$ cat src/rtl/kgprisc_pkg.sv
// Shared definitions for the kgprisc core: branch-type codes and sequencer states.
package kgprisc_pkg;

  localparam logic [2:0] BR_NONE = 3'b000;
  localparam logic [2:0] BR_COND = 3'b001;
  localparam logic [2:0] BR_JMP  = 3'b010;
  localparam logic [2:0] BR_JR   = 3'b011;
  localparam logic [2:0] BR_CALL = 3'b100;
  localparam logic [2:0] BR_RET  = 3'b101;
  localparam logic [2:0] BR_HALT = 3'b110;

  typedef enum logic [1:0] {
    ST_RUN   = 2'b00,
    ST_FLUSH = 2'b01,
    ST_HALT  = 2'b10
  } state_t;

endpackage

$ cat src/rtl/branch_target_calc.sv
// Combinational target arithmetic: sequential successor and redirect target.
module branch_target_calc
  import kgprisc_pkg::*;
#(
  parameter int unsigned ADDR_W = 32
) (
  input  logic [ADDR_W-1:0] pc,
  input  logic [ADDR_W-1:0] offset,
  input  logic [ADDR_W-1:0] target_reg,
  input  logic [2:0]        br_type,
  output logic [ADDR_W-1:0] seq,
  output logic [ADDR_W-1:0] next_target
);

  // Register-sourced targets for jump-register/return, PC-relative otherwise; wraps silently.
  always_comb begin
    seq = pc + ADDR_W'(1);
    if (br_type == BR_JR || br_type == BR_RET) begin
      next_target = target_reg;
    end else begin
      next_target = seq + offset;
    end
  end

endmodule

$ cat src/rtl/pc_sequencer.sv
// Program-counter sequencer: owns the PC, issues fetch flush, link writes,
// halt tracking and a saturating count of redirects.
module pc_sequencer
  import kgprisc_pkg::*;
#(
  parameter int unsigned        ADDR_W   = 32,
  parameter logic [ADDR_W-1:0]  RESET_PC = '0,
  parameter int unsigned        CNT_W    = 16
) (
  input  logic              clk,
  input  logic              rst,
  input  logic              instr_valid,
  output logic              ready,
  input  logic [2:0]        br_type,
  input  logic              flag,
  input  logic [ADDR_W-1:0] offset,
  input  logic [ADDR_W-1:0] target_reg,
  output logic [ADDR_W-1:0] pc,
  output logic [ADDR_W-1:0] link_addr,
  output logic              link_we,
  output logic              taken,
  output logic              flush,
  output logic              halted,
  output logic [CNT_W-1:0]  taken_cnt
);

  state_t            state, state_nxt;
  logic [ADDR_W-1:0] seq, next_target, pc_nxt;
  logic              accept, redirect, cond_taken, is_call;

  branch_target_calc #(
    .ADDR_W(ADDR_W)
  ) u_target (
    .pc         (pc),
    .offset     (offset),
    .target_reg (target_reg),
    .br_type    (br_type),
    .seq        (seq),
    .next_target(next_target)
  );

  assign ready  = (state == ST_RUN);
  assign flush  = (state == ST_FLUSH);
  assign halted = (state == ST_HALT);
  assign accept = instr_valid && ready;

  // Next-state and next-PC decode; only accepts in RUN change anything.
  always_comb begin
    state_nxt  = state;
    pc_nxt     = pc;
    redirect   = 1'b0;
    cond_taken = 1'b0;
    is_call    = 1'b0;
    unique case (state)
      ST_RUN: begin
        if (accept) begin
          unique case (br_type)
            BR_COND: begin
              if (flag) begin
                pc_nxt     = next_target;
                redirect   = 1'b1;
                cond_taken = 1'b1;
                state_nxt  = ST_FLUSH;
              end else begin
                pc_nxt = seq;
              end
            end
            BR_JMP, BR_JR, BR_RET: begin
              pc_nxt    = next_target;
              redirect  = 1'b1;
              state_nxt = ST_FLUSH;
            end
            BR_CALL: begin
              pc_nxt    = next_target;
              redirect  = 1'b1;
              is_call   = 1'b1;
              state_nxt = ST_FLUSH;
            end
            BR_HALT: begin
              state_nxt = ST_HALT;
            end
            default: begin
              pc_nxt = seq;
            end
          endcase
        end
      end
      ST_FLUSH: state_nxt = ST_RUN;
      ST_HALT:  state_nxt = ST_HALT;
      default:  state_nxt = ST_RUN;
    endcase
  end

  // State, PC, link and pulse registers.
  always_ff @(posedge clk or negedge rst) begin
    if (!rst) begin
      state     <= ST_RUN;
      pc        <= RESET_PC;
      link_addr <= '0;
      link_we   <= 1'b0;
      taken     <= 1'b0;
    end else begin
      state   <= state_nxt;
      pc      <= pc_nxt;
      link_we <= is_call;
      taken   <= cond_taken;
      if (is_call) begin
        link_addr <= seq;
      end
    end
  end

  // Saturating redirect counter.
  always_ff @(posedge clk or negedge rst) begin
    if (!rst) begin
      taken_cnt <= '0;
    end else if (redirect && (taken_cnt != '1)) begin
      taken_cnt <= taken_cnt + CNT_W'(1);
    end
  end

endmodule
$ cat config.mk
export PLATFORM = sky130hd
export DESIGN_NAME = pc_sequencer
export DESIGN_NICKNAME = d
export VERILOG_FILES = /design/src/rtl/kgprisc_pkg.sv /design/src/rtl/branch_target_calc.sv /design/src/rtl/pc_sequencer.sv
export SDC_FILE = /design/constraint.sdc
export NUM_CORES = 1
export LEC_CHECK = 0
export ABC_CLOCK_PERIOD_IN_PS = 4260
export BUFFER_PORTS_ARGS = -buffer_cell sky130_fd_sc_hd__buf_2
export CAP_MARGIN = 20
export CORE_MARGIN = 2
export CORE_UTILIZATION = 54
export DETAILED_ROUTE_END_ITERATION = 10
export PLACE_DENSITY_LB_ADDON = 0.08
export SYNTH_ARGS = -nofsm -noshare
export SYNTH_HDL_FRONTEND = slang
export SYNTH_SLANG_ARGS = --single-unit
$ cat constraint.sdc
create_clock -name clk -period 4.26 [get_ports clk]
set_clock_uncertainty 0.1 [all_clocks]
set_input_delay 0.426 -clock clk [delete_from_list [all_inputs] [get_ports clk]]
set_output_delay 0.426 -clock clk [all_outputs]
set_load 0.01 [all_outputs]
==> flow_summary_export.csv <==
group,metric,value,unit
drt,topRoutingLayerUsed,"met4",
yosys,syn_area,6160,µm²
yosys,avgSynthCellArea,8.70,µm²
cells_and_area,n_antenna_cell,0,
drt,vias,6054,
placed_design,place_hpwl,14.3,mm
yosys,synthAdderAreaFrac,8.85,%
pwr,powerDensity,721,nW/µm²
yosys,synthSimpleGateAreaFrac,17.9,%
yosys,synth_top_family_by_area,"compound AO/OA/AOI/OAI gates",
floorplanning,rows,39,
cts,clk_pin_slew,0.07,ns
sta,max_slew_margin,35.4,%
pwr,power,5.40,mW
floorplanning,fp.dieArea,12300,µm²
cells_and_area,fin_area,7490,µm²
cells_and_area,final_common_cell,"buf_2",
worst_setup_path,worstSetupEndpointType,"register",
cts,htreeDepth,3,
cts,cts.sinks,84,
placed_design,placed_area,7110,µm²
job,drv_cap,0,
drt,route.detailed.drc,0,
grt,antenna_found_initial,0,
drt,routed_wl,19.0,mm
sta,tightest_slew,0.969,ns
grt,grt_max_degree,53,
floorplanning,die_w,111,µm
worst_setup_path,crit_required,4.41,ns
grt,track_usage,30.9,%
placed_design,io_buffers,155,
drt,avgRoutedWirePerCell,18.7,µm
sta,finalWorstSetupSlack,0.277,ns
yosys,synthXorXnorAreaFrac,10.2,%
sta,fmax,251,MHz
pwr,leakage,3.58,nW
sta,slew_violations,0,
drt,final_antenna_net_count,0,
floorplanning,num_io_pins,156,
floorplanning,initial_utilization,54.7,%
drt,wl_met1,8.48,mm
sta,hold_violations,32,
yosys,yosysWarningCount,0,
sta,rsz0062_at_grt,"yes",
floorplanning,core,11300,µm²
sta,whs,-0.00857,ns
cells_and_area,layoutNonFillerInstCount,1012,
placed_design,dp.cells,992,
drt,drtIter0Drc,508,
drt,drt_pass1_iterations,5,
worst_setup_path,max_stage_delay,0.46,ns
grt,grt-ovfl-total,0,
yosys,ys_seq_area_share,34.1,%
worst_setup_path,critPathMaxFanout,7,
cts,cts_buffers,9,
placed_design,post-place-ws,0.117,ns
cells_and_area,drive_gt1_share,27.3,%
sta,setup_viol,0,
cts,root_buffer,"clkbuf_16",
yosys,synth_nets,822,
sta,period_share,93.5,%
drt,wl_met3,1.25,mm
grt,grt_pass1_wl,30.4,mm
cts,cts_tree,"yes",
placed_design,finalWeightedCongestion,0.999,
worst_setup_path,cp_cell_sequence,"nand3_1 > nor4_4 > buf_4 > nand3_1 > xnor2_1 > ha_1 > and3_1 > nor3b_2 > nand4_1 > or3_1 > a31o_1 > a21oi_2 > xnor2_1 > nand4_1 > o311ai_1",
outcome,violations,"negative hold slack",
grt,grt_pass1_vias,5925,
worst_setup_path,crit_type,"register to register",
cells_and_area,fillCellCount,959,
sta,tns,0,ns
worst_setup_path,startpoint_type,"register",
yosys,synth_compound_area_share,20.9,%
yosys,synth_mux_area_share,4.91,%
worst_setup_path,worst_path_max_delay_cell,"dfrtp_1",
drt,met2WireLength,8.72,mm
cells_and_area,regArea,2100,µm²
drt,routed_via_density,5.98,
cts,clock_latency,0.36,ns
yosys,async_flop_share,100,%
yosys,ys_seq_elements,84,
yosys,syn_inst,708,
floorplanning,die_h,111,µm
pwr,ir_worst_vdd,0.000396,V
outcome,outcome,"finished, violations left",
cells_and_area,multi_input_area,3900,µm²
yosys,synth_ff_type,"dfrtp_1",
worst_setup_path,arrival,4.14,ns
cts,clk_path_buf_depth,2,
yosys,yosys.cell_types.count,65,
sta,min_period,3.98,ns
min_path,hold_class,"input port to async pin",
cells_and_area,layout_common_cells,"154 x buf_2, 90 x nand2_1, 84 x dfrtp_1, 56 x a21oi_1, 54 x nor2_1",
yosys,synth-edff-count,0,
cells_and_area,nets,978,
worst_setup_path,rrSetupSlack,0.28,ns
cells_and_area,areaGrowthSynthToFinish,21.5,%
registers in the layout, indices dropped and copies added (netlist names):
name	flops
state	2
pc	32
link_addr	32
link_we	1
taken_cnt	16
taken	1
report_power, final:
part | total (mW) | switching, mW | internal (mW)
registers | 1.46 | 0.345 | 1.12
logic | 3.08 | 1.76 | 1.32
clock network | 0.849 | 0.368 | 0.481
total | 5.40 | 2.47 | 2.92
metal layers:
layer  global-route usage [%]  up-vias
li1                         -     2860
met1                     42.6     2900
met4                     12.0        0
met3                     4.92       39
met2                     49.1      255
met5                        0        -
final timing paths:
check / depth (start not counted) / startpoint / endpoint
min: 1 / rst / link_addr[9]
max reg2reg: 15 / pc[6] / pc[31]
max in group asynchronous: 2 / rst / pc[8]
min reg2reg: 1 / state[0] / state[1]
max: 15 / pc[6] / pc[31]
min in group clk: 2 / br_type[2] / taken
cell families (layout without fill, tap and decap cells):
kind of cell               after synthesis  in the layout
and+or+nand+nor                        235            235
AOI/OAI and AO/OA                      198            198
DFF                                     84             84
xor gates and xnor gates                72             72
buffers and inverters                   49            210
adders and majority gates               43             43
muxes                                   27             27
repair_timing:
| item | 4_1_cts | 5_1_grt |
|---|---|---|
| hold endpoints to repair | 0 | 0 |
| hold buffers | 0 | 0 |
| gates resized for setup | 0 | 6 |
| buffers inserted | 0 | 4 |
| endpoints found under the setup margin | 0 | 9 |
cell type report:
type | count | area share, %
clock inverter | 6 | 1.00
multi-input combinational | 575 | 52.1
inverter | 21 | 1.05
tap | 143 | 2.39
clock buffer | 10 | 3.19
timing repair buffer | 173 | 12.2
sequential | 84 | 28.1
worst max-delay path: cells and delay by family, from the launching register on:
| family | cells | cell delay (ns) |
|---|---|---|
| AND/OR/NAND/NOR | 8 | 1.88 |
| AO/OA/AOI/OAI | 3 | 0.48 |
| flip-flops | 1 | 0.46 |
| adder cells (fa/ha/maj) | 1 | 0.41 |
| XOR/XNOR | 2 | 0.34 |
| buffers and inverters | 1 | 0.19 |
cells in the mapped netlist, types with 5 or more instances:
cell / number / share of area [%]
nand3_1: 32 / 2.6
xor2_1: 27 / 3.8
xnor2_1: 45 / 6.4
a21o_1: 13 / 1.6
inv_1: 21 / 1.3
ha_1: 42 / 8.5
nor3_1: 7 / 0.57
a21oi_1: 56 / 4.5
nor2b_1: 5 / 0.51
mux2_2: 26 / 4.8
nor2_1: 54 / 3.3
clkbuf_1: 22 / 1.3
o21ai_0: 48 / 3.9
dfrtp_1: 84 / 34
o211ai_1: 9 / 1.1
nand4_1: 10 / 1.0
o22ai_1: 12 / 1.2
a31oi_1: 9 / 0.91
nand2_1: 90 / 5.5
and3_1: 12 / 1.2
a211oi_1: 12 / 1.5
through the flow:
stage / hold slack, ns / utilization (%)
2_1_floorplan: 0.0304 / -
3_3_place_gp: 0.357 / 63.1
3_5_place_dp: 0.369 / 63.1
4_1_cts: 0.0108 / 65.9
5_1_grt: 0.0389 / 66.4
6_report: -0.00857 / 66.4
(Power assumes the default switching activity.)
